$ cat src/rtl/mem_access_arbiter_pkg.sv
// Shared types for the unified-memory arbiter: FSM states, owner codes, default widths.
package mem_access_arbiter_pkg;

    localparam int ADDR_W_DEF  = 8;
    localparam int DATA_W_DEF  = 8;
    localparam int MEM_LAT_DEF = 2;

    typedef enum logic [1:0] {
        ST_IDLE   = 2'd0,
        ST_ACCESS = 2'd1,
        ST_ACK    = 2'd2
    } state_e;

    typedef enum logic {
        OWN_I = 1'b0,
        OWN_D = 1'b1
    } owner_e;

endpackage

$ cat src/rtl/arb_winner_sel.sv
// Picks which requester owns the next memory access.
// ARB_ROUND_ROBIN_EN selects alternating grants on conflict; default is data-first.
module arb_winner_sel
    import mem_access_arbiter_pkg::*;
(
    input  logic   ireq,
    input  logic   dreq,
    input  owner_e last_owner,
    output logic   grant_valid,
    output owner_e grant_owner
);

`ifdef ARB_ROUND_ROBIN_EN
    always_comb begin
        grant_valid = ireq | dreq;
        grant_owner = OWN_I;
        if (ireq && dreq)
            grant_owner = (last_owner == OWN_I) ? OWN_D : OWN_I;
        else if (dreq)
            grant_owner = OWN_D;
    end
`else
    logic unused_last_owner;
    assign unused_last_owner = last_owner;

    always_comb begin
        grant_valid = ireq | dreq;
        grant_owner = dreq ? OWN_D : OWN_I;
    end
`endif

endmodule

$ cat src/rtl/mem_access_arbiter.sv
// Serialises fetch and data requests onto one fixed-latency synchronous RAM.
// Conflict policy set by ARB_ROUND_ROBIN_EN (see arb_winner_sel).
module mem_access_arbiter
    import mem_access_arbiter_pkg::*;
#(
    parameter int ADDR_W  = ADDR_W_DEF,
    parameter int DATA_W  = DATA_W_DEF,
    parameter int MEM_LAT = MEM_LAT_DEF
) (
    input  logic              clk,
    input  logic              rst,
    input  logic              ireq,
    input  logic [ADDR_W-1:0] iaddr,
    input  logic              dreq,
    input  logic              dwe,
    input  logic [ADDR_W-1:0] daddr,
    input  logic [DATA_W-1:0] dwdata,
    output logic              iacq,
    output logic              dacq,
    output logic [DATA_W-1:0] rdata,
    output logic              busy,
    output logic              mem_en,
    output logic              mem_we,
    output logic [ADDR_W-1:0] mem_addr,
    output logic [DATA_W-1:0] mem_wdata,
    input  logic [DATA_W-1:0] mem_rdata
);

    localparam int CNT_W = (MEM_LAT > 1) ? $clog2(MEM_LAT) : 1;
    localparam logic [CNT_W-1:0] CNT_LAST = CNT_W'(MEM_LAT - 1);

    state_e            state_q, state_d;
    logic [CNT_W-1:0]  cnt_q, cnt_d;
    owner_e            owner_q, owner_d;
    owner_e            last_owner_q, last_owner_d;
    logic              iacq_q, iacq_d;
    logic              dacq_q, dacq_d;
    logic              busy_q, busy_d;
    logic              mem_en_q, mem_en_d;
    logic              mem_we_q, mem_we_d;
    logic [ADDR_W-1:0] mem_addr_q, mem_addr_d;
    logic [DATA_W-1:0] mem_wdata_q, mem_wdata_d;
    logic [DATA_W-1:0] rdata_q, rdata_d;

    logic   grant_valid;
    owner_e grant_owner;

    arb_winner_sel u_sel (
        .ireq        (ireq),
        .dreq        (dreq),
        .last_owner  (last_owner_q),
        .grant_valid (grant_valid),
        .grant_owner (grant_owner)
    );

    always_comb begin
        state_d      = state_q;
        cnt_d        = cnt_q;
        owner_d      = owner_q;
        last_owner_d = last_owner_q;
        iacq_d       = 1'b0;
        dacq_d       = 1'b0;
        busy_d       = busy_q;
        mem_en_d     = 1'b0;
        mem_we_d     = mem_we_q;
        mem_addr_d   = mem_addr_q;
        mem_wdata_d  = mem_wdata_q;
        rdata_d      = rdata_q;
        unique case (state_q)
            ST_IDLE: begin
                busy_d = 1'b0;
                if (grant_valid) begin
                    state_d      = ST_ACCESS;
                    cnt_d        = '0;
                    owner_d      = grant_owner;
                    last_owner_d = grant_owner;
                    busy_d       = 1'b1;
                    mem_en_d     = 1'b1;
                    if (grant_owner == OWN_D) begin
                        mem_addr_d  = daddr;
                        mem_we_d    = dwe;
                        mem_wdata_d = dwdata;
                    end else begin
                        mem_addr_d  = iaddr;
                        mem_we_d    = 1'b0;
                    end
                end
            end
            ST_ACCESS: begin
                busy_d = 1'b1;
                if (cnt_q == CNT_LAST) begin
                    if (!mem_we_q)
                        rdata_d = mem_rdata;
                    state_d = ST_ACK;
                    cnt_d   = '0;
                    iacq_d  = (owner_q == OWN_I);
                    dacq_d  = (owner_q == OWN_D);
                end else begin
                    cnt_d = cnt_q + 1'b1;
                end
            end
            ST_ACK: begin
                // Always pass through IDLE so a held request cannot re-grant here
                state_d = ST_IDLE;
                busy_d  = 1'b0;
            end
            default: begin
                state_d = ST_IDLE;
                busy_d  = 1'b0;
            end
        endcase
    end

    always_ff @(posedge clk) begin
        if (rst) begin
            state_q      <= ST_IDLE;
            cnt_q        <= '0;
            owner_q      <= OWN_I;
            last_owner_q <= OWN_I;
            iacq_q       <= 1'b0;
            dacq_q       <= 1'b0;
            busy_q       <= 1'b0;
            mem_en_q     <= 1'b0;
            mem_we_q     <= 1'b0;
            mem_addr_q   <= '0;
            mem_wdata_q  <= '0;
            rdata_q      <= '0;
        end else begin
            state_q      <= state_d;
            cnt_q        <= cnt_d;
            owner_q      <= owner_d;
            last_owner_q <= last_owner_d;
            iacq_q       <= iacq_d;
            dacq_q       <= dacq_d;
            busy_q       <= busy_d;
            mem_en_q     <= mem_en_d;
            mem_we_q     <= mem_we_d;
            mem_addr_q   <= mem_addr_d;
            mem_wdata_q  <= mem_wdata_d;
            rdata_q      <= rdata_d;
        end
    end

    assign iacq      = iacq_q;
    assign dacq      = dacq_q;
    assign busy      = busy_q;
    assign mem_en    = mem_en_q;
    assign mem_we    = mem_we_q;
    assign mem_addr  = mem_addr_q;
    assign mem_wdata = mem_wdata_q;
    assign rdata     = rdata_q;

endmodule

$ cat config.mk
export PLATFORM = sky130hd
export DESIGN_NAME = mem_access_arbiter
export DESIGN_NICKNAME = d
export VERILOG_FILES = /design/src/rtl/mem_access_arbiter_pkg.sv /design/src/rtl/arb_winner_sel.sv /design/src/rtl/mem_access_arbiter.sv
export SDC_FILE = /design/constraint.sdc
export NUM_CORES = 1
export LEC_CHECK = 0
export ABC_AREA = 1
export CAP_MARGIN = 5
export CORE_MARGIN = 2
export CORE_UTILIZATION = 37
export CTS_CLUSTER_DIAMETER = 80
export CTS_CLUSTER_SIZE = 25
export DETAILED_ROUTE_END_ITERATION = 8
export PLACE_DENSITY = 0.75
export SYNTH_ARGS = -nofsm -noshare
export SYNTH_HDL_FRONTEND = slang
export SYNTH_HIERARCHICAL = 1
export SYNTH_SLANG_ARGS = --single-unit
$ cat constraint.sdc
create_clock -name clk -period 1 [get_ports clk]
set_input_delay 0.2 -clock clk [delete_from_list [all_inputs] [get_ports clk]]
set_output_delay 0.2 -clock clk [all_outputs]
set_load 0.02 [all_outputs]
# == Word level (Yosys, flattened, before mapping) ==
# Cells that the tools add are included.
# totals
word_cells,41
ff_bits,33
# op_classes
n_bitwise,6
n_eq_ne,3
addsub,1
n_mux,11
n_reduce_logical,9
# op_table
cell,n
$mux W8,1
$reduce_and A2 Y1,3
$reduce_and A3 Y1,2
$mux W1,5
$not A1 Y1,5
$mux W2,2
$ne A2 B2 Y1 const B,2
$pmux W1 S2,2
$pmux W2 S2,1
$reduce_or A3 Y1,1
$eq A2 B1 Y1 const B,1
$logic_not A2 Y1,1
$reduce_bool A2 Y1,1
$reduce_or A2 Y1,1
$add A1 B1 Y1 const B,1
$or A1 B1 Y1,1

# == Depth between registers and ports, before layout ==
# Gate-level depths: netlist of the first run.
# depth
ltp_word,3
mapped_depth,7
mapped_depth_nobuf,7

# == Hierarchy ==
# The synthesis of the first run kept the hierarchy.
# by_module_without_submodules
module,area_per_inst_um2,cells_each,n_inst
mem_access_arbiter,1447.6,209,1
arb_winner_sel,18.8,4,1

# == Worst setup path after synthesis of the first run ==
# OpenSTA, ideal clock, no wires.
# synth_timing
kind,flip-flop to flip-flop
start,register state_q[1]
end,register mem_addr_q[0] (netlist: mem_addr[0])
period_less_slack_ps,1053
t_arrival_ps,940
path_buffers,1
required_ps,887
path_stages_with_launch,6
setup_slack_ps,-53
setup_time_ps,113
path_cell_list,dfxtp_1 nor2_4 nand2_2 buf_2 nor2_1 nor2_1
# synth_via
elab_chain_cells,2
# synth_lines
element,line_no,text
"start, declared",mem_access_arbiter.sv:32,"state_e state_q, state_d;"
"start signal, assigned",mem_access_arbiter.sv:129,state_q <= state_d;
$logic_not A2 Y1,mem_access_arbiter.sv:69,unique case (state_q)
$reduce_and A2 Y1 (no line),--,
"end signal, assigned",mem_access_arbiter.sv:138,mem_addr_q <= mem_addr_d;
"end, declared",mem_access_arbiter.sv:41,"logic [ADDR_W-1:0] mem_addr_q, mem_addr_d;"
# No other way between the ends.
# A chain may end at the register's enable or synchronous reset.

# == Final worst setup path of the first run ==
# layout_timing
start,register state_q[1]
end,register mem_wdata_q[2] (netlist: mem_wdata[2])
# layout_via
elab_chain_cells,2
# layout_lines
element,line_no,text
$logic_not A2 Y1,mem_access_arbiter.sv:69,
$reduce_and A3 Y1 (no line),--,
"end signal, assigned",mem_access_arbiter.sv:139,mem_wdata_q <= mem_wdata_d;
"end, declared",mem_access_arbiter.sv:42,"logic [DATA_W-1:0] mem_wdata_q, mem_wdata_d;"
# No other way between the ends.

==> reports/results.tsv, run 1 <==
metric	value	unit
status	finished, violations left	
violations	negative setup slack	
dr.pass1.iters	4	
p_comb_share	36.9	%
hpwl	2280	um
reg2reg_slack	-40	ps
cts_buffers	5	
syn_inst	213	
place_area	0.00219	mm2
regArea	683	um2
ioPinCount	66	
grt_pass1_vias	1364	
ys_warn_count	6	
seqPwrFrac	39.6	%
antenna-diode-count	0	
ys_ff_latch	33	
clkPwrFrac	23.5	%
period_minus_slack	1040	ps
final.setup.tns	-231	ps
max_freq	961	MHz
finalMaxSlewViolations	0	
grt_pass1_wl	5620	um
cts_hold_buf	0	
tightest_slew	272	ps
synth_mux_area_share	0	%
peakVddDrop	0.886	mV
clkTransAtPathRegs	60	ps
p_leak	1.17	nW
cts_tree	done	
clock-sinks	33	
final_nets	333	
syn_area_per_cell	6.88	um2
cts_max_level	2	
overflow	0	
wl_per_cell	11.2	um
synth_seq_area_share	45.1	%
arrival	1220	ps
synth_area	0.00147	mm2
yosysTopAreaCell	dfxtp_1	
drtIter0Drc	76	
setup_violations	11	
multi_input_area	774	um2
yosysUniqueCellTypes	20	
p_int	2.69	mW
synthAdderAreaFrac	0	%
root_buffer	clkbuf_8	
synth_top_family_by_area	simple AND/OR/NAND/NOR gates	
hold_violations	0	
power.density	1610	mW/mm2
antenna_found_initial	0	
clk_latency	280	ps
synth-xor-area-share	0	%
grt_max_degree	21	
dieWidth	67.0	um
critPathMaxFanout	6	
synthesis.nets	250	
drc	0	
ant_nets	0	
timing.slew.headroom	81.8	%
cp_data_required_time	1180	ps
vias_per_cell	4.41	
crit_type	reg2reg	
track_usage	17.0	%
initial_utilization	39.2	%
rsz0062_at_grt	true	
cp-start-kind	flop	
fin_skew	4.43	ps
period_share	104	%
fp.coreArea	0.00374	mm2
place_ws	-489	ps
sw_frac_of_total	32.9	%
cap_violations	0	
holdWs	462	ps
nFillCells	337	
wl	3870	um
syn2layout_area_growth	70.1	%
synthSimpleGateAreaFrac	35.2	%
fin_area	0.00249	mm2
synthTopCellsByArea	dfxtp_1 (45%), nand2_1 (12%), nor2_1 (11%)	
critPathCaptureType	flop	
fin_ws	-40.5	ps
switchingPower	1.32	mW
drive_above_1_share	35.0	%
num_rows	22	
die_h	67.0	um
gp_congestion	0.714	
synth_top_area_share	45.1	%
postLayoutCoreUtil	66.6	%
hp-class	reg2reg	
dieArea	0.00448	mm2
clockBufferDepth	2	
synth_compound_area_share	6.83	%
num_vias	1523	
numPortBuffers	65	
==> registers in the layout, summed over array words and instances (netlist names) <==
name          flops
mem_addr          8
state_q           2
busy              1
mem_en            1
cnt_q             1
iacq              1
mem_wdata         8
mem_we            1
last_owner_q      1
dacq              1
rdata             8
==> layer usage <==
layer	vias up	part of all wire (%)	track usage, %
li1	814	-	-
met1	663	41	19.4
met2	46	53	28.1
met3	0	6.2	6.25
met4	0	0	7.65
met5	-	0	0
==> metrics by stage <==
| stage | total power, mW | std cells |
|---|---|---|
| 2_1_floorplan | 2.27 | 213 |
| 3_3_place_gp | 2.72 | 326 |
| 3_5_place_dp | 2.73 | 326 |
| 4_1_cts | 3.66 | 337 |
| 5_1_grt | 4.25 | 345 |
| 6_report | 4.01 | 345 |
==> power by group through the flow <==
stage	registers [mW]	logic (mW)	clock network, mW
detailed placement	1.59	1.15	0
global placement	1.58	1.14	0
floorplan	1.74	0.527	0
global route	1.60	1.61	1.04
finish	1.59	1.48	0.942
CTS	1.57	1.13	0.958
==> cells in the mapped netlist <==
cell / count
buf_2: 4
clkinv_1: 1
inv_2: 1
dfxtp_1: 33
nor2_2: 2
nand2_1: 48
a21oi_1: 10
nand3_1: 11
inv_1: 30
nor3_1: 1
nor3b_1: 1
o21ai_0: 9
nor2_1: 43
nor2_4: 2
buf_4: 3
nand3b_1: 8
nand2_2: 2
clkbuf_1: 1
buf_6: 2
o21ai_1: 1
==> worst max-delay path: stages (launching register included) <==
cell and delay (ps):
dfxtp_4 360, nor2_4 120, buf_12 150, clkbuf_16 150, nand3b_1 70, nand2_1 60, nor2_1 30
==> final timing paths <==
check	start	to	depth (start not counted)
setup / recovery	state_q[1]$_SDFFE_PP0P_	mem_wdata[2]$_SDFFE_PP0P_	6
setup reg to reg	state_q[1]$_SDFFE_PP0P_	mem_wdata[2]$_SDFFE_PP0P_	6
hold / removal	rdata[4]$_SDFFE_PP0P_	rdata[4]$_SDFFE_PP0P_	2
hold reg to reg	rdata[4]$_SDFFE_PP0P_	rdata[4]$_SDFFE_PP0P_	2
==> cell usage in the layout (no fill, tap or decap), types with 5 or more instances in the layout <==
master,instances
nor2_4,5
buf_2,5
clkdlybuf4s50_1,34
dfxtp_1,21
nand3_2,6
nand3b_1,8
a21oi_2,6
o21ai_0,8
dfxtp_2,9
clkbuf_8,5
inv_1,27
nor2_1,36
nand2_1,43
buf_4,35
nand3_1,5
nor2_2,7
==> area by class of cell <==
cell class                 count  area share (%)
multi-input combinational    140            31.1
timing repair buffer          82            30.4
sequential                    33            27.4
inverter                      32            4.92
clock buffer                   8            3.21
tap                           48            2.41
timing repair inverter         2           0.602
==> cell families after synthesis <==
family          Yosys count
flops                    33
simple gates            118
buf+inv                  42
compound gates           20
==> timing repair <==
action / 4_1_cts / 5_1_grt
resized for setup: 143 / 57
pin swaps: 10 / 22
setup buffers: 0 / 4
setup endpoints to repair: 60 / 48
cloned: 3 / 4
Note: power is estimated with default switching activity, not from simulation.
==> run 2, diff against run 1 <==
--- a/config.mk
+++ b/config.mk
@@ -8,12 +8,11 @@
 export ABC_AREA = 1
 export CAP_MARGIN = 5
 export CORE_MARGIN = 2
-export CORE_UTILIZATION = 37
+export CORE_UTILIZATION = 36
 export CTS_CLUSTER_DIAMETER = 80
 export CTS_CLUSTER_SIZE = 25
 export DETAILED_ROUTE_END_ITERATION = 8
 export PLACE_DENSITY = 0.75
 export SYNTH_ARGS = -nofsm -noshare
 export SYNTH_HDL_FRONTEND = slang
-export SYNTH_HIERARCHICAL = 1
 export SYNTH_SLANG_ARGS = --single-unit
==> reports/results.tsv, run 2 <==
metric	value	unit	change
status	completed		
power.density	1820	mW/mm2	+13%
num_rows	22		unchanged
synthTopCellsByArea	dfxtp_1 (49%), nand2_1 (15%), nor2_1 (14%)		
dieArea	0.00426	mm2	-5.0%
clkTransAtPathRegs	60	ps	about the same
gp_congestion	0.814		+14%
hold_depth	1		-1
antenna_found_initial	0		unchanged
hp-class	reg2reg		
clk_latency	280	ps	about the same
numPortBuffers	65		unchanged
wl	3430	um	-11%
async_reset_ff_share	0	%	unchanged
synth_seq_area_share	48.9	%	+3.8 points
cts_max_level	2		unchanged
reg2reg_slack	6	ps	+50 ps
fp.coreArea	0.00363	mm2	-2.9%
cp_data_required_time	1180	ps	about the same
ys.flop_type	dfxtp_1		
period_share	99.4	%	-4.7 points
final_cell_mix	nand2_1 (54), nor2_1 (50), buf_4 (41)		
min-delay-start	owner_q$_SDFFE_PP0P_		
p_leak	1.17	nW	-0.14%
vias_per_cell	4.26		-3.4%
syn2layout_area_growth	74.5	%	
root_buffer	clkbuf_8		
cts_setup_buffers	0		unchanged
cts_tree	done		
dr.pass1.iters	4		unchanged
track_usage	18.4	%	+1.4 points
synth_top_area_share	48.9	%	+3.8 points
hpwl	2540	um	+11%
final_common_cell	nand2_1		
critPathMaxFanout	12		+6
initial_utilization	37.2	%	-2.0 points
nFillCells	333		-1.2%
rsz0062_at_grt	true		
die_h	65.3	um	-2.5%
syn_inst	200		-6.1%
r2r_cells	5		-1
grt_pass1_vias	1428		+4.7%
cap_violations	0		unchanged
cts_buffers	5		unchanged
regArea	674	um2	-1.3%
synth-edff-count	0		unchanged
cp-start-kind	flop		
peakVddDrop	0.974	mV	+9.8%
grt_pass1_wl	5990	um	+6.5%
ys_top_cells_by_count	nand2_1 (55), nor2_1 (51), dfxtp_1 (33)		
finalMaxSlewViolations	0		unchanged
rr_endpoint	mem_addr[3]$_SDFFE_PP0P_		
overflow	0		unchanged
critPathCaptureType	flop		
place_inst	332		+1.8%
ant_nets	0		unchanged
drive_above_1_share	30.0	%	-5.0 points
final.setup.tns	0	ps	+231 ps
ys_ff_latch	33		unchanged
yosysMostFrequentCell	nand2_1		
arrival	1180	ps	-40 ps
antenna-diode-count	0		unchanged
crit_type	reg2reg		
grt_max_degree	14		-33%
setup_violations	0		-11
tightest_slew	179	ps	-93.3 ps
final_nets	329		-1.2%
wl_per_cell	10.1	um	-10%
fin_cells	341		-1.2%
fin_skew	1.13	ps	-3.31 ps
ioPinCount	66		unchanged
timing.slew.headroom	88.1	%	+6.3 points
synthesis.nets	237		-5.2%
yosysUniqueCellTypes	16		-20%
max_freq	1010	MHz	+4.7%
min_to	iacq$_SDFF_PP0_		
dieWidth	65.3	um	-2.5%
clock-sinks	33		unchanged
syn_area_per_cell	6.76	um2	-1.9%
clockBufferDepth	2		unchanged
synth_area	0.00135	mm2	-7.8%
ys_warn_count	0		-6
drtIter0Drc	71		-6.6%
yosysTopAreaCell	dfxtp_1		
hold_violations	0		unchanged
rr_startpoint	state_q[0]$_SDFFE_PP0P_		
drc	0		unchanged
period_minus_slack	994	ps	-46.9 ps
multi_input_area	617	um2	-20%
num_vias	1454		-4.5%
==> run 2: cell types whose count changed after synthesis, moves of 7 or more <==
cell,previous run,this run
a21oi_1,10,3
inv_1,30,22
nand2_1,48,55
nand3b_1,8,0
nor2_1,43,51
==> run 2: area by class of cell <==
class                           instances  share of cell area, %
Timing Repair Buffer                   89                   33.4
Clock inverter                          1                   1.27
Clock buffer                            7                   3.66
Tap cell                               48                   2.55
Sequential cell                        33                   28.6
Inverter                               26                   4.35
Multi-Input combinational cell        137                   26.2
==> run 2: where the power goes <==
part	internal, mW	switching [mW]	leakage (nW)
logic	0.680	0.729	0.835
registers	1.50	0.100	0.276
clock network	0.811	0.461	0.0585
==> run 2: metrics by stage <==
step	hold slack [ps]	instance area (um2)	total power [mW]	setup WS (ps)	utilization [%]
6_report	462	2360	4.29	6.40	64.9
5_1_grt	489	2360	4.55	-62.1	64.9
4_1_cts	473	2230	4.17	-4.33	61.5
3_5_place_dp	457	2230	2.98	-354	61.5
3_3_place_gp	448	2230	2.96	-327	61.5
2_1_floorplan	269	1350	2.28	29.6	-
==> run 2: cells by family after synthesis <==
family                 synth area share (%)
AND/OR/NAND/NOR                        36.7
flip-flops                             48.9
buffers and inverters                  9.63
AO/OA/AOI/OAI                          4.81
==> run 2: critical path, stage by stage (launching register included) <==
cell	delay, ps
dfxtp_2	340
nor2_4	170
nand2_4	90
buf_12	150
nor2_1	90
nor2_1	50
==> run 2: what timing repair did <==
item / in CTS / in global routing
resized for setup: 124 / 51
hold buffers: 0 / 0
endpoints found under the setup margin: 59 / 48
cloned: 1 / 0
pin swaps: 2 / 7
==> run 2: worst max-delay path by stage <==
stage,startpoint,end,slack (ps),cells after the start
6_report,state_q[0]$_SDFFE_PP0P_,mem_addr[3]$_SDFFE_PP0P_,6,5
5_1_grt,state_q[0]$_SDFFE_PP0P_,mem_addr[3]$_SDFFE_PP0P_,-60,6
4_1_cts,state_q[0]$_SDFFE_PP0P_,mem_addr[2]$_SDFFE_PP0P_,-4,6
3_5_place_dp,dreq,mem_wdata[0]$_SDFFE_PP0P_,-350,6
3_3_place_gp,dreq,mem_wdata[5]$_SDFFE_PP0P_,-330,6
2_1_floorplan,state_q[1]$_SDFFE_PP0P_,mem_addr[1]$_SDFFE_PP0P_,30,5
==> run 2: per-layer routing <==
layer / share of wire (%) / vias up / wire length (um) / GRT usage [%]
met3: 6.8 / 8 / 234 / 6.16
li1: - / 780 / - / -
met5: 0 / - / 0 / 0
met1: 43 / 620 / 1470 / 20.8
met2: 48 / 46 / 1640 / 30.4
met4: 2.8 / 0 / 97 / 10.7
